$ cat src/rtl/ahbl_bus_mux_nm_pkg.sv
`default_nettype none
// ============================================================================
// Package : ahbl_bus_mux_common
// Brief   : Shared AHB-Lite encodings for the N-master bus multiplexer.
// Rev     : 1.0
// ============================================================================
package ahbl_bus_mux_common;

    typedef enum logic [1:0] {
        IDLE   = 2'b00,
        BUSY   = 2'b01,
        NONSEQ = 2'b10,
        SEQ    = 2'b11
    } htrans_t;

    typedef enum logic {
        ARB_FIXED = 1'b0,
        ARB_RR    = 1'b1
    } arb_mode_e;

    localparam logic       HRESP_OKAY    = 1'b0;
    localparam logic       HRESP_ERROR   = 1'b1;
    localparam logic [2:0] HBURST_SINGLE = 3'b000;

    // Only NONSEQ/SEQ carry a real transfer; IDLE and BUSY are never captured.
    function automatic logic is_xfer(input logic [1:0] t);
        return (htrans_t'(t) == NONSEQ) || (htrans_t'(t) == SEQ);
    endfunction

endpackage
`default_nettype wire

$ cat src/rtl/ahbl_bus_mux_nm_arbiter.sv
`default_nettype none
// ============================================================================
// Module : ahbl_mux_arbiter
// Brief  : One-hot grant over pending requests, fixed priority or round-robin.
// Rev    : 1.0
// ============================================================================
module ahbl_mux_arbiter
    import ahbl_bus_mux_common::*;
#(
    parameter int N    = 2,
    parameter int MODE = 0
) (
    input  logic         clk_i,
    input  logic         rst_ni,
    input  logic [N-1:0] req,
    input  logic         advance,
    output logic [N-1:0] grant
);

    localparam int IW = (N > 1) ? $clog2(N) : 1;

    generate
        if (MODE == int'(ARB_RR)) begin : g_rr
            logic [IW-1:0] rr_last_q;
            logic [IW-1:0] rr_last_d;
            logic [IW-1:0] idx;
            logic          found;

            // Search begins one past the last winner; pointer moves only on issue.
            always_comb begin
                grant     = '0;
                rr_last_d = rr_last_q;
                idx       = '0;
                found     = 1'b0;
                for (int k = 0; k < N; k++) begin
                    idx = IW'((int'(rr_last_q) + 1 + k) % N);
                    if (!found && req[idx]) begin
                        grant[idx] = 1'b1;
                        found      = 1'b1;
                        if (advance) begin
                            rr_last_d = idx;
                        end
                    end
                end
            end

            always_ff @(posedge clk_i) begin
                if (!rst_ni) begin
                    rr_last_q <= IW'(N - 1);
                end else begin
                    rr_last_q <= rr_last_d;
                end
            end
        end else begin : g_fixed
            logic found;
            logic unused_fixed;

            assign unused_fixed = ^{clk_i, rst_ni, advance};

            always_comb begin
                grant = '0;
                found = 1'b0;
                for (int i = 0; i < N; i++) begin
                    if (!found && req[i]) begin
                        grant[i] = 1'b1;
                        found    = 1'b1;
                    end
                end
            end
        end
    endgenerate

endmodule
`default_nettype wire

$ cat src/rtl/ahbl_bus_mux_nm.sv
`default_nettype none
// ============================================================================
// Module : ahbl_bus_mux_nm
// Brief  : N-master to 1-slave AHB-Lite multiplexer with per-master pending slots.
// Rev    : 1.0
// ============================================================================
module ahbl_bus_mux_nm
    import ahbl_bus_mux_common::*;
#(
    parameter int NUM_MASTERS = 2,
    parameter int ADDR_WIDTH  = 32,
    parameter int DATA_WIDTH  = 32,
    parameter int ARB_MODE    = 0
) (
    input  logic                              HCLK,
    input  logic                              HRESETn,
    input  logic [NUM_MASTERS*ADDR_WIDTH-1:0] m_HADDR,
    input  logic [NUM_MASTERS*2-1:0]          m_HTRANS,
    input  logic [NUM_MASTERS-1:0]            m_HWRITE,
    input  logic [NUM_MASTERS*3-1:0]          m_HSIZE,
    input  logic [NUM_MASTERS*DATA_WIDTH-1:0] m_HWDATA,
    output logic [DATA_WIDTH-1:0]             m_HRDATA,
    output logic [NUM_MASTERS-1:0]            m_HREADY,
    output logic [NUM_MASTERS-1:0]            m_HRESP,
    output logic [ADDR_WIDTH-1:0]             s_HADDR,
    output logic [1:0]                        s_HTRANS,
    output logic                              s_HWRITE,
    output logic [2:0]                        s_HSIZE,
    output logic [2:0]                        s_HBURST,
    output logic [DATA_WIDTH-1:0]             s_HWDATA,
    input  logic [DATA_WIDTH-1:0]             s_HRDATA,
    input  logic                              s_HREADY,
    input  logic                              s_HRESP
);

    localparam int IW = (NUM_MASTERS > 1) ? $clog2(NUM_MASTERS) : 1;

    logic [NUM_MASTERS-1:0] pend_v_q;
    logic [NUM_MASTERS-1:0] pend_v_d;
    logic [ADDR_WIDTH-1:0]  pend_addr_q  [NUM_MASTERS];
    logic                   pend_write_q [NUM_MASTERS];
    logic [2:0]             pend_size_q  [NUM_MASTERS];
    logic                   dp_v_q;
    logic                   dp_v_d;
    logic [IW-1:0]          dp_owner_q;
    logic [IW-1:0]          dp_owner_d;

    logic [NUM_MASTERS-1:0] w_ready;
    logic [NUM_MASTERS-1:0] w_capture;
    logic [NUM_MASTERS-1:0] w_grant;
    logic                   w_issue;
    logic [IW-1:0]          w_win;

    generate
        for (genvar i = 0; i < NUM_MASTERS; i++) begin : g_master
            logic w_own_dp;
            assign w_own_dp     = dp_v_q && (dp_owner_q == IW'(i));
            // A master stalls while its slot is full or its data phase is waited.
            assign w_ready[i]   = !pend_v_q[i] && !(w_own_dp && !s_HREADY);
            assign w_capture[i] = w_ready[i] && is_xfer(m_HTRANS[2*i +: 2]);
            assign m_HRESP[i]   = w_own_dp ? s_HRESP : HRESP_OKAY;
        end
    endgenerate

    assign m_HREADY = w_ready;
    assign m_HRDATA = s_HRDATA;
    assign s_HBURST = HBURST_SINGLE;
    assign w_issue  = s_HREADY && (|pend_v_q);

    ahbl_mux_arbiter #(
        .N    (NUM_MASTERS),
        .MODE (ARB_MODE)
    ) u_arbiter (
        .clk_i   (HCLK),
        .rst_ni  (HRESETn),
        .req     (pend_v_q),
        .advance (w_issue),
        .grant   (w_grant)
    );

    always_comb begin
        w_win = '0;
        for (int i = 0; i < NUM_MASTERS; i++) begin
            if (w_grant[i]) begin
                w_win = IW'(i);
            end
        end
    end

    // Capture never collides with issue for the same master: capture needs an empty slot.
    always_comb begin
        pend_v_d   = (pend_v_q & ~(w_grant & {NUM_MASTERS{w_issue}})) | w_capture;
        dp_v_d     = dp_v_q;
        dp_owner_d = dp_owner_q;
        if (s_HREADY) begin
            dp_v_d = w_issue;
            if (w_issue) begin
                dp_owner_d = w_win;
            end
        end
    end

    always_ff @(posedge HCLK) begin
        if (!HRESETn) begin
            pend_v_q   <= '0;
            dp_v_q     <= 1'b0;
            dp_owner_q <= '0;
        end else begin
            pend_v_q   <= pend_v_d;
            dp_v_q     <= dp_v_d;
            dp_owner_q <= dp_owner_d;
        end
    end

    always_ff @(posedge HCLK) begin
        for (int i = 0; i < NUM_MASTERS; i++) begin
            if (w_capture[i]) begin
                pend_addr_q[i]  <= m_HADDR[i*ADDR_WIDTH +: ADDR_WIDTH];
                pend_write_q[i] <= m_HWRITE[i];
                pend_size_q[i]  <= m_HSIZE[i*3 +: 3];
            end
        end
    end

    // Address phase is only presented when it will be accepted, so it never changes mid-wait.
    always_comb begin
        s_HTRANS = IDLE;
        s_HADDR  = '0;
        s_HWRITE = 1'b0;
        s_HSIZE  = '0;
        if (w_issue) begin
            s_HTRANS = NONSEQ;
            s_HADDR  = pend_addr_q[w_win];
            s_HWRITE = pend_write_q[w_win];
            s_HSIZE  = pend_size_q[w_win];
        end
    end

    assign s_HWDATA = dp_v_q ? m_HWDATA[int'(dp_owner_q)*DATA_WIDTH +: DATA_WIDTH] : '0;

endmodule
`default_nettype wire

$ cat config.mk
export PLATFORM = sky130hd
export DESIGN_NAME = ahbl_bus_mux_nm
export DESIGN_NICKNAME = d
export VERILOG_FILES = /design/src/rtl/ahbl_bus_mux_nm_pkg.sv /design/src/rtl/ahbl_bus_mux_nm_arbiter.sv /design/src/rtl/ahbl_bus_mux_nm.sv
export SDC_FILE = /design/constraint.sdc
export NUM_CORES = 1
export LEC_CHECK = 0
export CAP_MARGIN = 10
export CORE_ASPECT_RATIO = 0.75
export CORE_MARGIN = 5
export CORE_UTILIZATION = 35
export CTS_CLUSTER_SIZE = 20
export DETAILED_ROUTE_END_ITERATION = 16
export GPL_TIMING_DRIVEN = 1
export MAX_ROUTING_LAYER = met4
export PLACE_DENSITY = 0.81
export SETUP_SLACK_MARGIN = 0.3
export SLEW_MARGIN = 20
export SYNTH_ARGS = -nofsm -noshare
export SYNTH_HDL_FRONTEND = slang
export SYNTH_SLANG_ARGS = --single-unit
$ cat constraint.sdc
create_clock -name HCLK -period 4.68 [get_ports HCLK]
set_input_delay 0.936 -clock HCLK [delete_from_list [all_inputs] [get_ports HCLK]]
set_output_delay 0.936 -clock HCLK [all_outputs]
set_load 0.03 [all_outputs]
==> results of run 1 <==
cell usage in the layout (no fill, tap or decap), types with 3 or more instances in the layout:
cell / instances
edfxtp_1: 72
dfxtp_2: 3
nand2_1: 38
nor2b_1: 34
clkbuf_16: 9
clkinv_2: 3
mux2i_1: 32
conb_1: 4
nand3b_1: 37
nor2_1: 6
buf_4: 6
clkdlybuf4s50_1: 214
a21boi_1: 36
cell families after synthesis:
kind of cell           after synthesis
DFF                                 76
AOI/OAI and AO/OA                   42
muxes                               32
other                                1
buffers and inverters               62
and+or+nand+nor                    120
worst min-delay path by stage:
stage                                       from                      to  depth (start not counted)
after detailed placement  pend_v_q[0]$_SDFF_PN0_  pend_v_q[0]$_SDFF_PN0_                          2
final                     pend_v_q[0]$_SDFF_PN0_  pend_v_q[0]$_SDFF_PN0_                          2
after CTS                 pend_v_q[0]$_SDFF_PN0_  pend_v_q[0]$_SDFF_PN0_                          2
after global routing      pend_v_q[0]$_SDFF_PN0_  pend_v_q[0]$_SDFF_PN0_                          2
after global placement    pend_v_q[0]$_SDFF_PN0_  pend_v_q[0]$_SDFF_PN0_                          2
after floorplan           pend_v_q[1]$_SDFF_PN0_  pend_v_q[1]$_SDFF_PN0_                          3
power by group through the flow:
stage	Combinational, W	Clock, W	Sequential (W)
after floorplan	0.000274	0	0.000828
after global placement	0.000402	0	0.000858
after detailed placement	0.000409	0	0.000862
after CTS	0.000411	0.000639	0.000847
after global routing	0.000432	0.000666	0.000854
final	0.000407	0.000618	0.000847
state kept, by name (all words and copies together) (netlist names):
name          count
dp_owner_q        1
pend_v_q          2
pend_size_q       6
dp_v_q            1
pend_write_q      2
pend_addr_q      64
worst register-to-register path, cell delays in order, from the launching register on:
cell     delay [ns]
dfxtp_2        1.05
nor3b_2        0.17
nor3b_4        0.20
buf_4          0.44
metrics by stage:
| step | utilization, % | power [W] | std cells | area (µm²) | worst slack, ns |
|---|---|---|---|---|---|
| CTS | 56.4 | 0.00190 | 650 | 6240 | 1.06 |
| global placement | 54.0 | 0.00126 | 634 | 5980 | 1.07 |
| detailed placement | 54.0 | 0.00127 | 634 | 5980 | 1.07 |
| floorplan | - | 0.00110 | 336 | 4030 | 0.403 |
| finish | 56.4 | 0.00187 | 650 | 6240 | 1.09 |
| global route | 56.4 | 0.00195 | 650 | 6240 | 0.959 |
layout make-up:
type	count	area [µm²]	share of cell area (%)
flip-flops and latches	76	2250	36.0
repair buffers	220	2190	35.0
multi-input cells	198	1370	21.9
clock buffers	9	225	3.61
well taps	140	175	2.81
clock inverters	7	42.5	0.681
metal layers:
metal  part of all wire (%)  routed length (µm)  GRT usage, %  up-vias
li1                       -                   -             -     1475
met1                     40                4850          20.2     1457
met2                     53                6460          29.4      147
met3                    6.1                 753          4.59       23
met4                    1.7                 209          4.98        0
met5                      0                   0             -        -
==> results.md, run 1 <==
* Antenna Diode Count at 0
* Worst setup SP type: input port
* Highest clock rate at 279 MHz
* Routed WL per cell at 18.9 µm
* CP Data Required Time at 3.74 ns
* Top post-synthesis cells by area: edfxtp_1, mux2i_1, buf_4, nand3b_1, a21boi_1
* Post-synthesis sequential area ratio at 55.8%
* Filler cells at 907
* Starting Density at 36.3%
* Part of the cycle the worst path needs at 76.7%
* Post-Synth XOR/XNOR Area at 0%
* Cells along the critical path: clkdlybuf4s50_1, buf_4, and3b_1, nor2_1, clkdlybuf4s50_1
* Ys flop type: edfxtp_1
* Synth Area in Compound Gates at 7.93%
* Setup crit end: m_HREADY[1]
* Critical path endpoint category: output pin
* Synth Register Bits at 76
* Number of port buffers at 214
* Async S/R FF share, synth at 0%
* Reg2reg end: pend_addr_q[0][30]$_DFFE_PP_
* Clock network power share at 33.0%
* CP peak stage delay at 0.69 ns
* CTS tree: done
* FF-to-FF path depth at 3
* Num rows at 33
* CP max-delay cell: clkdlybuf4s50_1
* Worst Hold Class: register to register
* Vias in the first global route at 3287
* Cell family with most CP delay: buffers and inverters
* Synth unique cells at 23
* Commonest cells in the netlist: edfxtp_1, buf_4, nand2_1, nand3b_1, a21boi_1
* Die W at 134 µm
* IO Count at 285
* Final hold viol count at 0
* Nets@finish at 681
* Flop pwr share at 45.2%
* Status: finished clean
* Post-Synth Adder-Cell Area at 0%
* Hold slack at 0.826 ns
* Sw Ratio at 26.2%
* Initial antenna violation count at 0
* Main combinational cell family by area after synthesis: simple AND/OR/NAND/NOR gates
* Synth area leader: edfxtp_1
* Most frequent cell after synthesis: edfxtp_1
* Max-Cap Viols at 0
* Static leakage at 2.10 nW
* Clock Path Buffers at 2
* Worst slew pin tran at 1.08 ns
* Die Ht at 103 µm
* Routed WL at 12.3 mm
* Detailed Routing Iterations Pass 1 at 4
* Remaining DRCs at 0
* Post-synth EDFFs at 72
* CTS Sinks at 76
* Crit path depth at 5
* Average size of a mapped cell at 12.1 µm²
* Synth Area in Simple Gates at 17.5%
* PostCTS Resize Cnt at 0
* Warnings, synthesis at 0
* Clock buffer count from CTS at 9
* Core ar. at 0.0111 mm²
* Area Growth Syn to Fin at 55.3%
* Clock root cell: clkbuf_16
* RSZ-0062 raised after global routing: no
* Clock Skew at 0.00376 ns
* GRT Overall Usage at 17.2%
* Htree depth at 3
* Routed via count at 3102
* Logic pwr share at 21.8%
* First DRT Iteration DRCs at 77
* Worst Path Arrival at 2.65 ns
* Tmin final at 3.59 ns
* Sw Pwr at 0.000491 W
* GP Congestion at 0.719
* Crit-path most repeated cell: clkdlybuf4s50_1
* Vias per cell at 4.77
* PD cells at 300 mW/mm²
* Post-cts hold buffer count at 0
* Clock transition at path regs at 0.06 ns
* Final ANT Viol Nets at 0
* Origin of the worst setup path: s_HREADY
* GR Overflow Total at 0
* Share of cells above drive strength 1 at 5.69%
* Global-route wire length before repair at 17.7 mm
* WP buf/inv at 3
* Dpl hpwl at 9.31 mm
* Endpoints failing setup at 0
* Yosys top cell area share at 53.8%
* Multiplexer share of the synthesized area at 7.97%
* Cell count after synthesis at 333
* Synthesized cell area at 0.00402 mm²
* P_int at 0.00138 W
* RR Startpoint: dp_owner_q$_SDFFE_PN0P_
* Slew headroom at 27.7%
* Pin count of the biggest net entering global routing at 44
* Critical path fanouts, max at 16
* Post-CTS Repair Setup Buffers at 0
* R2r setup slk at 2.43 ns
* Worst skew pair latency at 0.32 ns
* CP Class: input port to output pin
* Final-report max-slew violation count at 0
* Peak supply drop at 0.172 mV
* Die Footprint at 0.0138 mm²
* Setup tns final at 0 ns
No activity file was read; power rests on OpenSTA's default activity.
==> run 2, diff against run 1 <==
Clock period 4.68 ns to 3.4 ns, I/O delays scaled along.
==> run 2 against run 1 <==
Effect of this change: core utilization decreased by 0.079 points; sequential share of layout area increased by 0.051 points; die area unchanged; flip-flop and latch count unchanged; count of clock-buffer cells in the layout increased by 2; via count decreased by 1.3%; clock skew increased by 0.0013 ns; combinational power increased by 40%; critical path depth decreased by 1; highest routed layer unchanged; design area decreased by 0.14%; sequential power increased by 37%; cell count increased by 0.31%.
==> results.md, run 2 (same netlist as run 1, synthesis figures left out) <==
* Status: finished clean
* Routed via count at 3061 (-1.3%)
* Detailed Routing Iterations Pass 1 at 4 (unchanged)
* IO Count at 285 (unchanged)
* Worst hold start: dp_v_q$_SDFFE_PN0P_
* Htree depth at 3 (unchanged)
* Clock root cell: clkbuf_16
* Vias in the first global route at 3361 (+2.3%)
* Commonest non-fill, non-tap cell in the layout: clkdlybuf4s50_1
* GP Congestion at 0.729 (+1.4%)
* Worst skew pair latency at 0.33 ns (about the same)
* Setup tns final at 0 ns (unchanged)
* Static leakage at 2.20 nW (+5.0%)
* Antenna Diode Count at 0 (unchanged)
* Final ANT Viol Nets at 0 (unchanged)
* RSZ-0062 raised after global routing: no
* Power consumption at 0.00263 W (+41%)
* Worst setup SP type: input port
* Core Util, Final at 56.4% (-0.079 points)
* First DRT Iteration DRCs at 106 (+38%)
* Worst Hold Class: register to register
* Final setup margin at 0.528 ns (-0.563 ns)
* Endpoints failing setup at 0 (unchanged)
* Share of cells above drive strength 1 at 13.3% (+7.6 points)
* Core ar. at 0.0111 mm² (unchanged)
* Part of the cycle the worst path needs at 84.5%
* Critical path endpoint category: output pin
* Origin of the worst setup path: s_HREADY
* Global-route wire length before repair at 17.8 mm (+0.51%)
* Hold slack at 0.752 ns (-0.0742 ns)
* Die Ht at 103 µm (unchanged)
* CTS Sinks at 76 (unchanged)
* Remaining DRCs at 0 (unchanged)
* Max-Cap Viols at 0 (unchanged)
* Pin count of the biggest net entering global routing at 53 (+20%)
* Routed WL per cell at 18.6 µm (-1.6%)
* PD cells at 422 mW/mm² (+41%)
* Initial antenna violation count at 0 (unchanged)
* Clock Skew at 0.00503 ns (+0.00127 ns)
* Final-report max-slew violation count at 0 (unchanged)
* Dpl ws at 0.494 ns (-0.572 ns)
* CP Data Required Time at 2.72 ns (-1.02 ns)
* Number of port buffers at 214 (unchanged)
* Tmin final at 2.87 ns
* GR Overflow Total at 0 (unchanged)
* Routed WL at 12.1 mm (-1.3%)
* Filler cells at 926 (+2.1%)
* Post-cts hold buffer count at 0 (unchanged)
* Max FFs per register at 64 (unchanged)
* Clock Path Buffers at 2 (unchanged)
* RR Startpoint: dp_owner_q$_SDFFE_PN0P_
* Vias per cell at 4.69 (-1.6%)
* PostCTS Resize Cnt at 0 (unchanged)
* Highest clock rate at 348 MHz
* Commonest non-fill, non-tap cells in the layout: clkdlybuf4s50_1, edfxtp_1, buf_4
* Slew headroom at 41.3% (+14 points)
* Critical path fanouts, max at 16 (unchanged)
* Dpl hpwl at 9.18 mm (-1.4%)
* Post-CTS Repair Setup Buffers at 0 (unchanged)
* Worst slew pin tran at 0.880 ns (-0.204 ns)
* Clock transition at path regs at 0.06 ns (about the same)
* Starting Density at 36.3% (unchanged)
* Num rows at 33 (unchanged)
* Final hold viol count at 0 (unchanged)
* Biggest registers after layout: pend_addr_q: 64 flops, pend_size_q: 6 flops
* Die Footprint at 0.0138 mm² (unchanged)
* Clock buffer count from CTS at 9 (unchanged)
* Peak supply drop at 0.265 mV (+54%)
* Die W at 134 µm (unchanged)
* CP Class: input port to output pin
* GRT Overall Usage at 17.4% (+0.22 points)
* Worst Path Arrival at 2.19 ns (-0.46 ns)
* Nets@finish at 683 (+0.29%)
* Area Growth Syn to Fin at 55.1%
* Largest Register: pend_addr_q
* CTS tree: done
[run 2: cell count changes in the layout (fill, tap and decap cells not counted), sizes merged]
cell | previous run | this run
clkbuf | 9 | 11
inv | 1 | 0
bufinv | 0 | 1
clkinvlp | 2 | 0
buf | 6 | 47
clkdlybuf4s50 | 214 | 175
[run 2: critical path: stages]
cell and delay, ns:
clkdlybuf4s50_1 0.74, buf_4 0.30, a21boi_1 0.30, buf_12 0.16
[run 2: through the flow]
step | cell area, µm² | instances
finish | 6240 | 652
CTS | 6240 | 652
detailed placement | 5950 | 636
floorplan | 4040 | 336
global route | 6240 | 652
global placement | 5950 | 636
[run 2: path summary, 6_finish.rpt]
path,to,slack (ns),cells past startpoint
hold reg to reg,dp_v_q$_SDFFE_PN0P_,0.75,2
setup / recovery,s_HSIZE[1],0.53,4
setup reg to reg,pend_addr_q[1][1]$_DFFE_PP_,1.42,4
hold / removal,dp_v_q$_SDFFE_PN0P_,0.75,2
[run 2: layout make-up]
class | count | area, µm² | share of cell area (%)
Sequential cell | 76 | 2250 | 36.0
Timing Repair Buffer | 222 | 2150 | 34.6
Multi-Input combinational cell | 198 | 1380 | 22.1
Clock buffer | 11 | 233 | 3.73
Tap cell | 140 | 175 | 2.81
Clock inverter | 5 | 52.6 | 0.843
[run 2: routing by layer]
metal	global-route usage, %	vias to the layer above	wire length, µm
met5	-	-	0
met1	19.3	1448	4670
met4	5.30	0	144
li1	-	1483	-
met3	5.22	18	768
met2	30.6	112	6530
[run 2: power breakdown]
group / leakage [nW] / internal (W) / switching [W]
Sequential: 0.722 / 0.00110 / 0.0000511
Clock: 0.141 / 0.000564 / 0.000342
Combinational: 1.34 / 0.000304 / 0.000265
Total: 2.20 / 0.00197 / 0.000658
